`src/rtl/z_core_pkg.sv`:
```
// rtl/z_core_pkg.sv - shared constants and state type for the z_core instruction FIFO
package z_core_pkg;

  localparam int Z_BURST_LEN = 4;
  localparam logic [31:0] INSTR_NOP = 32'h0000_0013;

  typedef enum logic {
    ST_RUN   = 1'b0,
    ST_DRAIN = 1'b1
  } ififo_state_e;

endpackage

```
`src/rtl/z_core_fifo_ram.sv`:
```
// rtl/z_core_fifo_ram.sv - DEPTH x WIDTH array, synchronous write, registered read with write-through
module z_core_fifo_ram #(
  parameter int DEPTH = 16,
  parameter int WIDTH = 64
) (
  input  logic                     clk,
  input  logic                     rst,
  input  logic                     we,
  input  logic [$clog2(DEPTH)-1:0] waddr,
  input  logic [WIDTH-1:0]         wdata,
  input  logic [$clog2(DEPTH)-1:0] raddr,
  output logic [WIDTH-1:0]         rdata
);

  logic [WIDTH-1:0] mem [DEPTH];

  always_ff @(posedge clk) begin
    if (we) begin
      mem[waddr] <= wdata;
    end
  end

  // Forwarding lets a beat written this cycle become the head on the next one.
  always_ff @(posedge clk) begin
    if (rst) begin
      rdata <= '0;
    end else if (we && (waddr == raddr)) begin
      rdata <= wdata;
    end else begin
      rdata <= mem[raddr];
    end
  end

endmodule

```
`src/rtl/z_core_instr_fifo.sv`:
```
// rtl/z_core_instr_fifo.sv - prefetch-to-decode {pc, instr} FIFO with flush/drain of stale bursts
// Optional same-cycle wr->rd bypass when empty: Z_CORE_IFIFO_BYPASS_EN
module z_core_instr_fifo
  import z_core_pkg::*;
#(
  parameter int DEPTH      = 16,
  parameter int DATA_WIDTH = 32,
  parameter int ADDR_WIDTH = 32,
  parameter int BURST_LEN  = Z_BURST_LEN
) (
  input  logic                     clk,
  input  logic                     rst,
  input  logic                     flush,
  input  logic                     burst_pend,
  input  logic                     wr_valid,
  output logic                     wr_ready,
  input  logic [DATA_WIDTH-1:0]    wr_instr,
  input  logic [ADDR_WIDTH-1:0]    wr_pc,
  input  logic                     wr_last,
  output logic                     rd_valid,
  input  logic                     rd_ready,
  output logic [DATA_WIDTH-1:0]    rd_instr,
  output logic [ADDR_WIDTH-1:0]    rd_pc,
  output logic [$clog2(DEPTH):0]   count,
  output logic                     burst_room
);

  localparam int AW = $clog2(DEPTH);
  localparam int PW = AW + 1;
  localparam int EW = DATA_WIDTH + ADDR_WIDTH;
  localparam logic [PW-1:0] ROOM_LIMIT = PW'(DEPTH - BURST_LEN);

  ififo_state_e state;
  logic         mid_burst;
  logic [PW-1:0] wr_ptr, rd_ptr, wr_ptr_nxt, rd_ptr_nxt;
  logic          rd_valid_q;
  logic          full, empty;
  logic          wr_fire, push, pop, byp_take;
  logic [EW-1:0] head;
  logic [DATA_WIDTH-1:0] head_instr;
  logic [ADDR_WIDTH-1:0] head_pc;

  assign full  = (wr_ptr[AW-1:0] == rd_ptr[AW-1:0]) && (wr_ptr[AW] != rd_ptr[AW]);
  assign empty = (wr_ptr == rd_ptr);
  assign count = wr_ptr - rd_ptr;

  assign wr_ready   = (state == ST_DRAIN) || !full;
  assign burst_room = (state == ST_RUN) && (count <= ROOM_LIMIT);
  assign wr_fire    = wr_valid && wr_ready;

  assign head_pc    = head[EW-1:DATA_WIDTH];
  assign head_instr = head[DATA_WIDTH-1:0];

`ifdef Z_CORE_IFIFO_BYPASS_EN
  logic byp_hit;
  assign byp_hit  = empty && (state == ST_RUN);
  assign byp_take = byp_hit && wr_valid && rd_ready;
  assign rd_valid = byp_hit ? wr_valid : rd_valid_q;
  assign rd_instr = byp_hit ? wr_instr : head_instr;
  assign rd_pc    = byp_hit ? wr_pc    : head_pc;
`else
  assign byp_take = 1'b0;
  assign rd_valid = rd_valid_q;
  assign rd_instr = head_instr;
  assign rd_pc    = head_pc;
`endif

  // Beats consumed straight through the bypass never touch the array.
  assign push = wr_fire && (state == ST_RUN) && !flush && !byp_take;
  assign pop  = rd_valid_q && rd_ready && !flush;

  always_comb begin
    wr_ptr_nxt = wr_ptr + PW'(push);
    rd_ptr_nxt = rd_ptr + PW'(pop);
    if (flush) begin
      wr_ptr_nxt = '0;
      rd_ptr_nxt = '0;
    end
  end

  always_ff @(posedge clk) begin
    if (rst) begin
      wr_ptr     <= '0;
      rd_ptr     <= '0;
      rd_valid_q <= 1'b0;
    end else begin
      wr_ptr     <= wr_ptr_nxt;
      rd_ptr     <= rd_ptr_nxt;
      rd_valid_q <= (wr_ptr_nxt != rd_ptr_nxt);
    end
  end

  // A flush only needs DRAIN when some beats of a burst are still on their way.
  always_ff @(posedge clk) begin
    if (rst) begin
      state     <= ST_RUN;
      mid_burst <= 1'b0;
    end else begin
      case (state)
        ST_RUN: begin
          if (flush) begin
            mid_burst <= 1'b0;
            if (wr_fire ? !wr_last : (burst_pend || mid_burst)) begin
              state <= ST_DRAIN;
            end
          end else if (wr_fire) begin
            mid_burst <= !wr_last;
          end
        end
        ST_DRAIN: begin
          mid_burst <= 1'b0;
          if (wr_fire && wr_last && !(flush && burst_pend)) begin
            state <= ST_RUN;
          end
        end
        default: begin
          state     <= ST_RUN;
          mid_burst <= 1'b0;
        end
      endcase
    end
  end

  z_core_fifo_ram #(
    .DEPTH (DEPTH),
    .WIDTH (EW)
  ) u_ram (
    .clk   (clk),
    .rst   (rst),
    .we    (push),
    .waddr (wr_ptr[AW-1:0]),
    .wdata ({wr_pc, wr_instr}),
    .raddr (rd_ptr_nxt[AW-1:0]),
    .rdata (head)
  );

endmodule

```
`config.mk`:
```
export PLATFORM = sky130hd
export DESIGN_NAME = z_core_instr_fifo
export DESIGN_NICKNAME = d
export VERILOG_FILES = /design/src/rtl/z_core_pkg.sv /design/src/rtl/z_core_fifo_ram.sv /design/src/rtl/z_core_instr_fifo.sv
export SDC_FILE = /design/constraint.sdc
export NUM_CORES = 1
export LEC_CHECK = 0
export CAP_MARGIN = 20
export CORE_MARGIN = 2
export CORE_UTILIZATION = 60
export DETAILED_ROUTE_END_ITERATION = 12
export GPL_ROUTABILITY_DRIVEN = 0
export HOLD_SLACK_MARGIN = 0.15
export PLACE_DENSITY = 0.87
export REMOVE_ABC_BUFFERS = 1
export SLEW_MARGIN = 15
export SYNTH_ARGS = -nofsm -noshare
export SYNTH_HDL_FRONTEND = slang
export SYNTH_SLANG_ARGS = --single-unit
```
`constraint.sdc`:
```
create_clock -name clk -period 17.5 [get_ports clk]
set_input_delay 3.5 -clock clk [delete_from_list [all_inputs] [get_ports clk]]
set_output_delay 3.5 -clock clk [all_outputs]
set_load 0.1 [all_outputs]
```
==> results.sh <==
export IMPL_outcome="finished, final reports clean"
export IMPL_grt_setup_unrepaired="no"
export IMPL_reg2reg_depth=9
export IMPL_worstSetupStartpointType="input port"
export IMPL_crit_type="in2reg"
export IMPL_worst_pin_slew_ns=1.16
export IMPL_finalClockSkew_ns=0.0197
export IMPL_drc=0
export IMPL_clk_pin_slew_worst_paths_ns=0.06
export IMPL_die_area_um2=71000
export IMPL_maxCapViolCount=0
export IMPL_relSlewSlack=0.227
export IMPL_synth_largest_area_cell="edfxtp_1"
export IMPL_drt_iter0_drc=4117
export IMPL_crit_slowest_cell="clkdlybuf4s50_1"
export IMPL_grt_total_usage=0.313
export IMPL_ys_warn_count=0
export IMPL_required_ns=17.96
export IMPL_tns_ns=0
export IMPL_cts_buffers_inserted=101
export IMPL_holdWs_ns=0.526
export IMPL_cp_arrival_ns=8.40
export IMPL_synth_cell_area_um2=41300
export IMPL_synth_cells=1861
export IMPL_dr_pass1_iters=7
export IMPL_dp_hpwl_um=47400
export IMPL_cts_buffer_depth=3
export IMPL_syn_to_final_growth_pct=14.3
export IMPL_clock_sinks=1101
export IMPL_power_density_nw_per_um2=115
export IMPL_worstHoldPathCells=2
export IMPL_ys_flop_type="edfxtp_1"
export IMPL_grt_pass1_vias=22900
export IMPL_grt_max_degree=147
export IMPL_mostFrequentLayoutCells="edfxtp_1 (1024), mux4_2 (254), clkdlybuf4s50_1 (142)"
export IMPL_peakVddDrop_v=0.0000857
export IMPL_drive_gt1_frac=0.230
export IMPL_syn_avg_cell_area_um2=22.2
export IMPL_initial_utilization=0.604
export IMPL_holdBufCountCts=0
export IMPL_grt_overflow=0
export IMPL_crit_fanout=104
export IMPL_final_net_count=2107
export IMPL_antenna_found_initial=7
export IMPL_slew_viol_final=0
export IMPL_p_leak_nw=14.3
export IMPL_core_area_um2=68300
export IMPL_io_buffers=142
export IMPL_ys_ff_latch=1101
export IMPL_yosys_top_cells_area="edfxtp_1 (74%), mux4_2 (14%), dfxtp_1 (3.7%)"
export IMPL_num_fill_cells=3568
export IMPL_placed_cell_area_um2=43700
export IMPL_root_buffer="clkbuf_16"
export IMPL_avgRoutedWirePerCell_um=36.6
export IMPL_end_kind="flip-flop"
export IMPL_slowest_delay_ns=0.99
export IMPL_htreeDepth=3
export IMPL_hold_class="reg2reg"
export IMPL_synth_edf_count=1024
export IMPL_wl_um=110000
export IMPL_period_needed_ns=7.94
export IMPL_path_common_cell="buf_12"
export IMPL_num_vias=22400
export IMPL_max_freq_ghz=0.126
export IMPL_async_flop_share=0
export IMPL_rows=96
export IMPL_die_h_um=266
export IMPL_finalCritPeriodShare=0.454
export IMPL_final_hold_violation_count=0
export IMPL_synth_distinct_cells=42
export IMPL_clk_latency_ns=0.67
export IMPL_synth_top_cell_area_share=0.744
export IMPL_final_common_cell="edfxtp_1"
export IMPL_yosysSeqAreaShare=0.782
export IMPL_cts_resized=0
export IMPL_ant_nets=0
export IMPL_ioPinCount=143
export IMPL_die_w_um=266
export IMPL_worstPathCellList="clkdlybuf4s50_1, nor2_1, ha_4, nor2b_4, buf_12, buf_12, mux4_2, a22oi_1, a31oi_1"
export IMPL_final_area_um2=47200
export IMPL_tritoncts="done"
export IMPL_setup_viol=0
export IMPL_viasPerCell=7.47
export IMPL_grt_pass1_wl_um=159000
export IMPL_post_cts_buffers=0
## path summary, 6_finish.rpt
| check | startpoint | endpoint | slack (ns) |
|---|---|---|---|
| worst max-delay path | flush | u_ram.rdata[35]$_SDFF_PP0_ | 9.56 |
| worst min-delay path | mid_burst$_SDFFE_PP0P_ | mid_burst$_SDFFE_PP0P_ | 0.53 |
| worst max register to register | rd_valid$_SDFF_PP0_ | u_ram.rdata[35]$_SDFF_PP0_ | 13.12 |
| worst min register to register | mid_burst$_SDFFE_PP0P_ | mid_burst$_SDFFE_PP0P_ | 0.53 |
## flip-flops by register name (all words and copies together), names as in the netlist
| register | cells |
|---|---|
| rd_ptr | 5 |
| mid_burst | 1 |
| state | 1 |
| rd_valid | 1 |
| u_ram.rdata | 64 |
| u_ram.mem | 1024 |
| wr_ptr | 5 |
## routing by layer
metal / part of all wire / vias to the layer above / track usage
li1: - / 8292 / -
met1: 0.34 / 11400 / 0.414
met2: 0.49 / 2342 / 0.499
met3: 0.12 / 344 / 0.0724
met4: 0.044 / 4 / 0.151
met5: 0.00030 / - / 0
## logic make-up after synthesis
kind of cell               after synthesis  share of synthesized area
and+or+nand+nor                         73                    0.00863
DFF                                   1101                      0.782
adders and majority gates                9                    0.00291
xor gates and xnor gates                18                    0.00400
buffers and inverters                  132                     0.0164
muxes                                  255                      0.139
AOI/OAI and AO/OA                      273                     0.0477
## Yosys cell counts, types with 2 or more instances
library cell  number
nand3b_1           2
a211o_1            2
nor2b_1            5
buf_2             67
nor3_1             7
a31oi_1           64
nand3_1            7
buf_6              7
a21oi_1            6
a21o_1             3
o21ai_0            2
ha_1               8
nor2_1            30
or2_2              2
edfxtp_1        1024
o31ai_1           63
nand2_1           10
buf_1              4
buf_4             12
xnor2_1            7
a311oi_1           3
a211oi_1           2
a22oi_1          126
dfxtp_1           77
clkbuf_1          29
nand2b_1           2
inv_1             13
mux4_2           254
xor2_1            10
## power breakdown
part           leakage [nW]  total, mW  switching [mW]  internal, mW
combinational          2.80      0.238           0.175        0.0634
clock                  1.68       2.29           0.989          1.30
sequential             9.86       2.91          0.0120          2.89
## stage by stage
stage / std cells / utilization / power, mW / setup WS [ns]
after global placement: 2801 / 0.639 / 3.18 / 8.84
after global routing: 2997 / 0.691 / 5.53 / 9.19
after detailed placement: 2801 / 0.639 / 3.19 / 8.67
after CTS: 2988 / 0.689 / 5.43 / 9.17
final: 3002 / 0.691 / 5.44 / 9.56
after floorplan: 1742 / - / 3.10 / -2.01
## layout make-up
| type | instances | area [um2] | area share |
|---|---|---|---|
| Sequential cell | 1101 | 32300 | 0.684 |
| Multi-Input combinational cell | 628 | 8520 | 0.181 |
| Clock buffer | 130 | 2790 | 0.0591 |
| Timing Repair Buffer | 182 | 1840 | 0.0390 |
| Tap cell | 882 | 1100 | 0.0234 |
| Clock inverter | 57 | 594 | 0.0126 |
| Inverter | 13 | 50.0 | 0.00106 |
| Antenna cell | 9 | 22.5 | 0.000477 |
## worst max-delay path, delay by kind of cell
kind / cells / cell delay [ns]
buffers and inverters: 3 / 1.92
adders and majority gates: 1 / 0.95
and+or+nand+nor: 2 / 0.76
muxes: 1 / 0.63
AOI/OAI and AO/OA: 2 / 0.46
Power figures use the tool's default switching activity.
